==> src/rtl/pc_sequencer.sv <==
// Fetch-PC sequencer: selects sequential, branch or jump next-PC, parks
// redirects that arrive while instruction memory is busy, and counts redirects.
module pc_sequencer #(
  parameter logic [31:0] RESET_PC = 32'h0000_0000
) (
  input  logic        clk,
  input  logic        reset,
  input  logic        imem_ready,
  input  logic        stall,
  input  logic        br_taken,
  input  logic        jump,
  input  logic [31:0] br_pc4,
  input  logic [15:0] br_imm,
  input  logic [25:0] j_index,
  output logic [31:0] pc,
  output logic [1:0]  pc_sel,
  output logic        fetch_req,
  output logic        flush,
  output logic [15:0] redirect_cnt
);

  typedef enum logic [1:0] {
    S_BOOT = 2'd0,
    S_RUN  = 2'd1,
    S_PEND = 2'd2
  } state_e;

  localparam logic [1:0] SEL_SEQ = 2'b00;
  localparam logic [1:0] SEL_BR  = 2'b01;
  localparam logic [1:0] SEL_J   = 2'b10;

  state_e      state_q, state_d;
  logic [31:0] pc_q, pc_d;
  logic [31:0] pend_tgt_q, pend_tgt_d;
  logic [1:0]  pend_sel_q, pend_sel_d;
  logic        flush_q, flush_d;
  logic [15:0] cnt_q, cnt_d;

  logic [31:0] seq_s, br_tgt_s, j_tgt_s, redir_tgt_s;
  logic [1:0]  sel_s, redir_sel_s;
  logic        fetch_s, redir_s, applied_s;

  // Candidate next-PC values, all wrapping modulo 2^32
  always_comb begin
    seq_s    = pc_q + 32'd4;
    br_tgt_s = br_pc4 + {{14{br_imm[15]}}, br_imm, 2'b00};
    j_tgt_s  = {br_pc4[31:28], j_index, 2'b00};
  end

  // Redirect arbitration: jump wins over branch
  always_comb begin
    redir_s = jump | br_taken;
    if (jump) begin
      redir_tgt_s = j_tgt_s;
      redir_sel_s = SEL_J;
    end else if (br_taken) begin
      redir_tgt_s = br_tgt_s;
      redir_sel_s = SEL_BR;
    end else begin
      redir_tgt_s = seq_s;
      redir_sel_s = SEL_SEQ;
    end
  end

  // Next-state, next-PC and select logic
  always_comb begin
    state_d    = state_q;
    pc_d       = pc_q;
    pend_tgt_d = pend_tgt_q;
    pend_sel_d = pend_sel_q;
    flush_d    = 1'b0;
    applied_s  = 1'b0;
    sel_s      = SEL_SEQ;
    fetch_s    = 1'b0;
    case (state_q)
      S_BOOT: begin
        state_d = S_RUN;
      end
      S_RUN: begin
        fetch_s = 1'b1;
        sel_s   = redir_sel_s;
        if (redir_s) begin
          if (imem_ready) begin
            pc_d      = redir_tgt_s;
            flush_d   = 1'b1;
            applied_s = 1'b1;
          end else begin
            pend_tgt_d = redir_tgt_s;
            pend_sel_d = redir_sel_s;
            state_d    = S_PEND;
          end
        end else if (imem_ready && !stall) begin
          pc_d = seq_s;
        end else begin
          pc_d = pc_q;
        end
      end
      S_PEND: begin
        // New redirects and stalls are ignored until the parked one lands
        fetch_s = 1'b1;
        sel_s   = pend_sel_q;
        if (imem_ready) begin
          pc_d       = pend_tgt_q;
          flush_d    = 1'b1;
          applied_s  = 1'b1;
          pend_tgt_d = 32'h0000_0000;
          pend_sel_d = SEL_SEQ;
          state_d    = S_RUN;
        end else begin
          state_d = S_PEND;
        end
      end
      default: begin
        state_d = S_BOOT;
      end
    endcase
    if (applied_s && (cnt_q != 16'hFFFF)) begin
      cnt_d = cnt_q + 16'd1;
    end else begin
      cnt_d = cnt_q;
    end
  end

  // Reset forces the combinational outputs quiet in the reset cycle itself
  always_comb begin
    if (reset) begin
      pc_sel    = SEL_SEQ;
      fetch_req = 1'b0;
    end else begin
      pc_sel    = sel_s;
      fetch_req = fetch_s;
    end
  end

  // State registers with synchronous reset
  always_ff @(posedge clk) begin
    if (reset) begin
      state_q    <= S_BOOT;
      pc_q       <= RESET_PC;
      pend_tgt_q <= 32'h0000_0000;
      pend_sel_q <= SEL_SEQ;
      flush_q    <= 1'b0;
      cnt_q      <= 16'h0000;
    end else begin
      state_q    <= state_d;
      pc_q       <= pc_d;
      pend_tgt_q <= pend_tgt_d;
      pend_sel_q <= pend_sel_d;
      flush_q    <= flush_d;
      cnt_q      <= cnt_d;
    end
  end

  assign pc           = pc_q;
  assign flush        = flush_q;
  assign redirect_cnt = cnt_q;

endmodule

==> config.mk <==
export PLATFORM = sky130hd
export DESIGN_NAME = pc_sequencer
export DESIGN_NICKNAME = d
export VERILOG_FILES = /design/src/rtl/pc_sequencer.sv
export SDC_FILE = /design/constraint.sdc
export NUM_CORES = 1
export LEC_CHECK = 0
export BUFFER_PORTS_ARGS = -buffer_cell sky130_fd_sc_hd__buf_4
export CAP_MARGIN = 20
export CELL_PAD_IN_SITES_DETAIL_PLACEMENT = 2
export CELL_PAD_IN_SITES_GLOBAL_PLACEMENT = 2
export CORE_AREA = 2 2 146 148
export CTS_CLUSTER_DIAMETER = 40
export DETAILED_ROUTE_END_ITERATION = 7
export DIE_AREA = 0 0 148 150
export HOLD_SLACK_MARGIN = 0.05
export PLACE_DENSITY = 0.82
export SYNTH_ARGS = -nofsm -noshare
export SYNTH_HDL_FRONTEND = slang
export SYNTH_SLANG_ARGS = --single-unit
==> constraint.sdc <==
create_clock -name clk -period 4.7 [get_ports clk]
set_input_delay 1.41 -clock clk [delete_from_list [all_inputs] [get_ports clk]]
set_output_delay 1.41 -clock clk [all_outputs]
set_load 0.05 [all_outputs]
==> reports/metrics.cfg <==
[sta]
tightest_slew_ps=886.0
tns_ps=0
finClkSkew_ps=9.180
hold_viol_final=0
clock.fmax_ghz=0.2446
rsz0062_at_grt=false
slew_headroom_pct=40.93
maxSlewViolCount=0
setup_slack_ps=611.1
setup_viol=0
post-route-min-period_ps=4089
layout_worst_path_cycle_share_pct=87.00
holdWs_ps=456.1

[placed_design]
port_buffers=131
place_ws_ps=283.3
dp_cells=1215
hpwl_um=18400
place_congestion=0.8184

[setup_path]
worstPathArrival_ps=4290
start_kind=input port
cp-end-kind=register
crit_fanout=5
crit_type=input port to register
required_ps=4900
regToRegSetupSlack_ps=1750

[run_status]
outcome=complete, no violations

[clock_network]
ctsHoldBuffers=0
path_clk_slew_ps=70
htreeDepth=3
cts_tree=built
numCtsBuffers=9
cts.sinks=85
clk_path_buf_depth=2
post_cts_resized=0
clk_latency_ps=350
root_buffer=clkbuf_16
post-cts-setup-buffer-count=0

[yosys]
synth_common_cells=nor2_1, a21oi_1, dfxtp_1, nand2_1, clkbuf_1
yosysSeqAreaShare_pct=27.05
syn_inst=843
syn-num-nets=959
synth.avg_cell_area_um2=7.461
yosysTopAreaCell=dfxtp_1
yosysTopAreaCellShare_pct=27.05
synth_area_leaders=dfxtp_1, a21oi_1, ha_1, nor2_1, nand2_1
synth_seq_cells=85
yosysUniqueCellTypes=80
yosysMostFrequentCell=nor2_1
yosys_warnings=0
synthFlopType=dfxtp_1
synth_edf_count=0
async_reset_ff_share_pct=0
syn_area_um2=6290

[grt]
grt_overflow=0
grt_first_pass_wirelength_um=39600
grt.total_usage_pct=22.48
grt_pass1_vias=7154
grt_max_degree=75
antenna_found_initial=0

[finish]
nFillCells=2456
fin_cells=1231
num_antenna_cells=0
area_growth_pct=25.14
drive_gt1_share_pct=18.93
nets=1067

[min_path]
worstHoldPathType=register to register

[floorplanning]
dieArea_um2=22200
rows=53
initial_utilization_pct=30.40
core_area_um2=20690
die_w_um=148
fp.dieH_um=150
pin_count=132

[power]
vdd_drop_max_v=0.0001772
p_leak_nw=3.279
p_per_area_nw_per_um2=492.5

[run]
maxCapViolCount=0

[detailed_routing]
drtIter0Drc=277
routed_via_density=5.500
wl_um=24820
drt-wirelength-per-cell_um=20.17
antenna_left=0
firstDrtPassIters=5
route.vias.total=6770
drc=0

==> routing by layer <==
metal	wire length, um	share of wire, %	vias up	GRT usage (%)
met5	0	0	-	0
met4	251	1.0	0	4.810
met3	1322	5.3	18	3.933
met2	11840	48	153	38.22
met1	11410	46	3329	29.86
li1	-	-	3270	-
==> path summary, 6_finish.rpt <==
check              endpoint  depth (start not counted)          start
max                  pc[26]                         13      br_pc4[2]
min           pend_tgt_q[4]                          2  pend_tgt_q[4]
max reg2reg  pend_tgt_q[29]                          9          pc[4]
min reg2reg   pend_tgt_q[4]                          2  pend_tgt_q[4]
==> critical path: stages <==
cell	delay (ps)
buf_4	80
ha_1	160
inv_1	60
fa_1	410
nor2b_1	180
o211ai_1	130
a311oi_1	470
o21ai_1	310
o21ba_2	300
mux2i_1	290
o21ai_0	210
a211oi_1	220
nor3_1	70
==> metrics by stage <==
step	utilization [%]	total power [mW]	cell area (um2)
5_1_grt	38.04	4.138	7871
4_1_cts	38.04	3.903	7871
3_5_place_dp	36.53	3.121	7559
3_3_place_gp	36.53	3.048	7559
2_1_floorplan	-	2.414	6290
6_report	38.04	3.877	7871
==> sequential cells by signal, summed over array words and instances, names as in the netlist <==
name and cells:
pend_tgt_q 32, pc 32, flush 1, pend_sel_q 2, redirect_cnt 16, state_q 2
==> where the power goes <==
part           leakage, nW  total [mW]  internal [mW]  switching (mW)
clock                0.152       0.758          0.455           0.303
combinational         2.43        1.97          0.671            1.30
sequential           0.693        1.15          0.926           0.220
total                 3.28        3.88           2.05            1.82
==> kinds of logic after synthesis <==
kind of cell    Yosys count  synth area share (%)
simple gates            324                 24.05
mux                      14                 2.248
fa+ha+maj                36                 7.281
buf+inv                  69                 4.277
flops                    85                 27.05
compound gates          260                 27.43
xor+xnor                 55                 7.659
==> cells in the final DEF (no fill, tap or decap), types with 4 or more instances in the layout <==
| master | Yosys | final |
|---|---|---|
| and3_1 | 13 | 13 |
| inv_1 | 17 | 17 |
| nor2_1 | 109 | 109 |
| nand4_1 | 13 | 13 |
| o211ai_1 | 5 | 5 |
| o21ai_0 | 38 | 38 |
| a311oi_1 | 6 | 6 |
| a21o_1 | 20 | 20 |
| a31oi_1 | 6 | 6 |
| o31ai_1 | 5 | 5 |
| a211oi_1 | 22 | 22 |
| nor3_1 | 21 | 21 |
| nand2_1 | 85 | 85 |
| o21a_1 | 5 | 5 |
| xnor2_1 | 25 | 25 |
| a21oi_1 | 90 | 90 |
| a22oi_1 | 5 | 5 |
| or3_1 | 12 | 12 |
| nand2b_1 | 7 | 7 |
| nand3_1 | 32 | 32 |
| buf_4 | 1 | 147 |
| a211oi_2 | 4 | 4 |
| xor2_1 | 30 | 30 |
| clkbuf_16 | 0 | 9 |
| mux2i_1 | 13 | 13 |
| nor2b_1 | 5 | 5 |
| a22o_1 | 8 | 8 |
| dfxtp_1 | 85 | 85 |
| ha_1 | 35 | 34 |
==> cell type report <==
class                      count  area, um2  area share, %
sequential                    85       1702          21.62
clock buffer                  13      270.3          3.433
clock inverter                 3      42.54         0.5405
inverter                      18      67.56         0.8584
tap                          275      344.1          4.371
multi-input combinational    689       4322          54.90
timing repair buffer         148       1124          14.27
(Power assumes the default switching activity.)
